<file path="config.mk">
export PLATFORM = sky130hd
export DESIGN_NAME = pipelined_decoder_adder
export DESIGN_NICKNAME = d
export VERILOG_FILES = /design/src/rtl/pipelined_decoder_adder.sv
export SDC_FILE = /design/constraint.sdc
export NUM_CORES = 1
export LEC_CHECK = 0
export ABC_CLOCK_PERIOD_IN_PS = 6500
export CAP_MARGIN = 20
export CORE_MARGIN = 4
export CORE_UTILIZATION = 50
export CTS_BUF_LIST = sky130_fd_sc_hd__clkbuf_16
export DETAILED_ROUTE_END_ITERATION = 16
export GPL_ROUTABILITY_DRIVEN = 0
export PLACE_DENSITY_LB_ADDON = 0.15
export REMOVE_ABC_BUFFERS = 1
export SYNTH_ARGS = -nofsm -noshare
export SYNTH_HDL_FRONTEND = slang
export SYNTH_SLANG_ARGS = --single-unit
</file>
<file path="constraint.sdc">
create_clock -name clk -period 6.5 [get_ports clk]
set_input_delay 1.3 -clock clk [delete_from_list [all_inputs] [get_ports clk]]
set_output_delay 1.3 -clock clk [all_outputs]
set_load 0.1 [all_outputs]
</file>
<file path="src/rtl/pipelined_decoder_adder.sv">
// pipelined_decoder_adder: streaming ripple-carry adder, one register stage per SLICE-bit slice
//
// Ports:
//   clk        rising-edge clock
//   rst_n      synchronous active-low reset
//   in_valid   operand beat present
//   in_ready   block accepts a beat this cycle (combinational)
//   a, b       WIDTH-bit operands
//   cin        carry-in
//   sub        subtract select (present only when ADDER_SUB_EN is defined)
//   out_valid  result beat present
//   out_ready  consumer accepts the result
//   sum        WIDTH-bit result
//   cout       carry-out of the MSB (NOT borrow when subtracting)
//
// Optional feature macro: ADDER_SUB_EN adds the sub port (a - b - cin when sub=1).
module pipelined_decoder_adder #(
    parameter int WIDTH = 8,
    parameter int SLICE = 4
) (
    input  logic             clk,
    input  logic             rst_n,
    input  logic             in_valid,
    output logic             in_ready,
    input  logic [WIDTH-1:0] a,
    input  logic [WIDTH-1:0] b,
    input  logic             cin,
`ifdef ADDER_SUB_EN
    input  logic             sub,
`endif
    output logic             out_valid,
    input  logic             out_ready,
    output logic [WIDTH-1:0] sum,
    output logic             cout
);
    localparam int STAGES = WIDTH / SLICE;
    // Operand registers exist only between stages; the last stage has no successor.
    localparam int NR = (STAGES > 1) ? STAGES - 1 : 1;

    logic [WIDTH-1:0] b0;
    logic             c0;
`ifdef ADDER_SUB_EN
    assign b0 = b ^ {WIDTH{sub}};
    assign c0 = cin ^ sub;
`else
    assign b0 = b;
    assign c0 = cin;
`endif

    logic [STAGES-1:0] v, c, rdy, iv, ic, nc;
    logic [WIDTH-1:0]  ps [STAGES];
    logic [WIDTH-1:0]  ia [STAGES];
    logic [WIDTH-1:0]  ib [STAGES];
    logic [WIDTH-1:0]  isum [STAGES];
    logic [WIDTH-1:0]  nsum [STAGES];
    logic [WIDTH-1:0]  oa [NR];
    logic [WIDTH-1:0]  ob [NR];
    logic              cy;

    // Decoder bit cell: one-hot minterm of {x,y,z}, returns {carry, sum}.
    function automatic logic [1:0] fa(input logic x, input logic y, input logic z);
        logic [7:0] m;
        m = 8'b1 << {x, y, z};
        return {m[3] | m[5] | m[6] | m[7], m[1] | m[2] | m[4] | m[7]};
    endfunction

    // A stage is ready when it or any stage downstream of it is empty, or the sink accepts.
    always_comb begin
        rdy = '0;
        for (int k = 0; k < STAGES; k++) begin
            rdy[k] = out_ready;
            for (int j = k; j < STAGES; j++)
                rdy[k] = rdy[k] | ~v[j];
        end
    end

    always_comb begin
        iv = '0;
        ic = '0;
        nc = '0;
        cy = 1'b0;
        ia[0]   = a;
        ib[0]   = b0;
        ic[0]   = c0;
        iv[0]   = in_valid;
        isum[0] = '0;
        for (int k = 1; k < STAGES; k++) begin
            ia[k]   = oa[k-1];
            ib[k]   = ob[k-1];
            ic[k]   = c[k-1];
            iv[k]   = v[k-1];
            isum[k] = ps[k-1];
        end
        // Operands are shifted down each stage, so every slice adds bits [SLICE-1:0].
        for (int k = 0; k < STAGES; k++) begin
            cy      = ic[k];
            nsum[k] = isum[k];
            for (int i = 0; i < SLICE; i++)
                {cy, nsum[k][k*SLICE+i]} = fa(ia[k][i], ib[k][i], cy);
            nc[k] = cy;
        end
    end

    always_ff @(posedge clk) begin
        if (!rst_n) begin
            v <= '0;
            c <= '0;
            for (int k = 0; k < STAGES; k++)
                ps[k] <= '0;
            for (int k = 0; k < NR; k++) begin
                oa[k] <= '0;
                ob[k] <= '0;
            end
        end else begin
            for (int k = 0; k < STAGES; k++) begin
                if (rdy[k]) begin
                    v[k] <= iv[k];
                    if (iv[k]) begin
                        ps[k] <= nsum[k];
                        c[k]  <= nc[k];
                    end
                end
            end
            for (int k = 0; k < STAGES - 1; k++) begin
                if (rdy[k] && iv[k]) begin
                    oa[k] <= ia[k] >> SLICE;
                    ob[k] <= ib[k] >> SLICE;
                end
            end
        end
    end

    assign in_ready  = rdy[0];
    assign out_valid = v[STAGES-1];
    assign sum       = ps[STAGES-1];
    assign cout      = c[STAGES-1];
endmodule

</file>
==> results.md <==
- Initial Util: 52.0%
- RSZ-0062 raised after global routing: false
- Setup repair bufs after CTS: 0
- Flop-to-flop setup slack: 4.33 ns
- Area growth from synthesis to layout: 38.2%
- Critical path required time: 5.20 ns
- Synth area leaders: edfxtp_1 (52%), fa_1 (14%), dfxtp_1 (7.0%)
- Skew-Pair Late Insertion Delay: 0.26 ns
- Final Hold Violating Endpoints: 0
- NetSw: 0.118 mW
- Initial antenna violation count: 0
- Worst slew margin: 34.9%
- Clock Power Share: 38.3%
- Critical Path End Type: output port
- DIE WIDTH: 56.0 µm
- Skew final: 0.00175 ns
- Die height: 56.0 µm
- Power Density: 285 nW/µm²
- Sequential share of power: 41.1%
- CTS Hold Bufs: 0
- Via count: 713
- Hold WC Path Type: reg2reg
- Seq/Total Area, Yosys: 59.1%
- Critical path launch point type: input pin
- Crit-path max FO: 8
- Largest net degree at the start of global routing: 15
- Final Net Count: 149
- Internal: 0.336 mW
- Clock root cell: clkbuf_16
- Total gr overflow: 0
- Synth area leader: edfxtp_1
- Pleak: 0.675 nW
- # H-tree levels: 1
- Synthesized area per cell: 13.5 µm²
- Final Cycle Share: 67.5%
- N_diodes: 0
- DR vias/cell: 4.85
- Clock sink total: 24
- Seq cells post-synth: 24
- Ys Warns: 0
- Critical path class: in2out
- First-pass GRT wire length: 3.29 mm
- Netlist cell types: 17
- CTS tree: yes
- Max Clk Rate: 228 MHz
- DRC: 0
- Endpoints failing setup: 0
- GRT Total Usage: 13.8%
- # IOs: 32
- Total Wirelength: 1.93 mm
- Vias in the first global route: 729
- Worst-Margin Slew: 0.974 ns
- Post-synthesis cell area: 1150 µm²
- Pre-antenna DRT Iters: 4
- Commonest cells after routing, fill and taps aside: clkdlybuf4s50_1 (31), edfxtp_1 (20), inv_1 (17)
- CTS Buf Count: 3
- Post-layout min period: 4.39 ns
- Final HPWL DP: 1.47 mm
- Clock Path Buffers: 2
- CTS clk-pin slew, worst paths: 0.06 ns
- Site Rows: 17
- CP arrival: 3.09 ns
- Antenna-violating nets left: 0
- Area of the die: 3130 µm²
- Setup ws final: 2.11 ns
- Share of layout cells above drive strength 1: 12.6%
- DR iter-0 viols: 9
- Logic pwr share: 20.6%
- Setup TNS: 0 ns
- Status: completed
- Post-synthesis cell count: 85
- Commonest non-fill, non-tap cell in the layout: clkdlybuf4s50_1
- Buffers on Ports: 31
- CTS resizes: 0
- Pre-CTS WS: 2.10 ns
- DR WL/cell: 13.2 µm
- Max VDD drop: 0.237 mV
- Number of max-cap violations: 0
- Slew Limit Fails: 0
- Core box area: 2210 µm²
- Net Sw Frac: 26.0%
- Total power: 0.454 mW
- Synth top area share: 52.2%
==> cells in the mapped netlist <==
cell type	instances
and3_4	1
nor2_1	4
nand3b_4	1
inv_1	17
fa_1	8
and2_4	1
edfxtp_1	20
a21oi_1	4
o211a_1	1
and2_2	8
and2_1	7
o211ai_1	1
dfxtp_1	4
buf_6	1
nand2_1	4
nand2b_1	1
a311oi_1	2
==> through the flow <==
stage	hold WS (ns)	instance area, µm²	utilization (%)	cells
finish	0.529	1590	71.9	147
global route	0.548	1590	71.9	147
CTS	0.529	1590	71.9	147
detailed placement	0.515	1490	67.1	143
global placement	0.508	1490	67.1	143
floorplan	0.492	1140	-	84
==> registers in the layout, summed over array words and instances, names as in the netlist <==
register,flops
oa,4
v,2
ob,4
c,2
ps,12
==> worst paths after layout <==
check | startpoint | to | cells after the start
setup / recovery | out_ready | in_ready | 3
hold / removal | ps[0][0] | ps[0][8] | 1
setup reg to reg | oa[0][0] | ps[0][15] | 8
hold reg to reg | ps[0][0] | ps[0][8] | 1
==> worst max-delay path, stage by stage <==
cell and delay [ns]:
clkdlybuf4s50_1 0.47, nand3b_4 0.17, clkdlybuf4s50_1 1.15
==> power by group through the flow <==
| stage | Combinational (mW) | Sequential (mW) | Clock, mW |
|---|---|---|---|
| 5_1_grt | 0.101 | 0.188 | 0.182 |
| 6_report | 0.0936 | 0.186 | 0.174 |
| 2_1_floorplan | 0.0224 | 0.230 | 0 |
| 4_1_cts | 0.0943 | 0.187 | 0.176 |
| 3_3_place_gp | 0.0915 | 0.189 | 0 |
| 3_5_place_dp | 0.0933 | 0.190 | 0 |
==> cell type report <==
| cell class | count | area, µm² |
|---|---|---|
| Sequential cell | 24 | 681 |
| Clock inverter | 1 | 30.0 |
| Timing Repair Buffer | 31 | 310 |
| Inverter | 17 | 63.8 |
| Multi-Input combinational cell | 43 | 395 |
| Clock buffer | 3 | 75.1 |
| Tap cell | 28 | 35.0 |
| Fill cell | 156 | 622 |
==> logic make-up after synthesis <==
family,share of synthesized area [%]
and+or+nand+nor,15.7
DFF,59.1
buffers and inverters,6.52
AOI/OAI and AO/OA,4.78
adders and majority gates,13.9
==> per-layer routing <==
metal	up-vias	GRT usage, %	share of wire, %
li1	345	-	-
met1	346	14.9	37
met2	19	25.4	56
met3	3	3.71	5.3
met4	0	5.08	1.2
met5	-	0	0
Power figures use the tool's default switching activity.
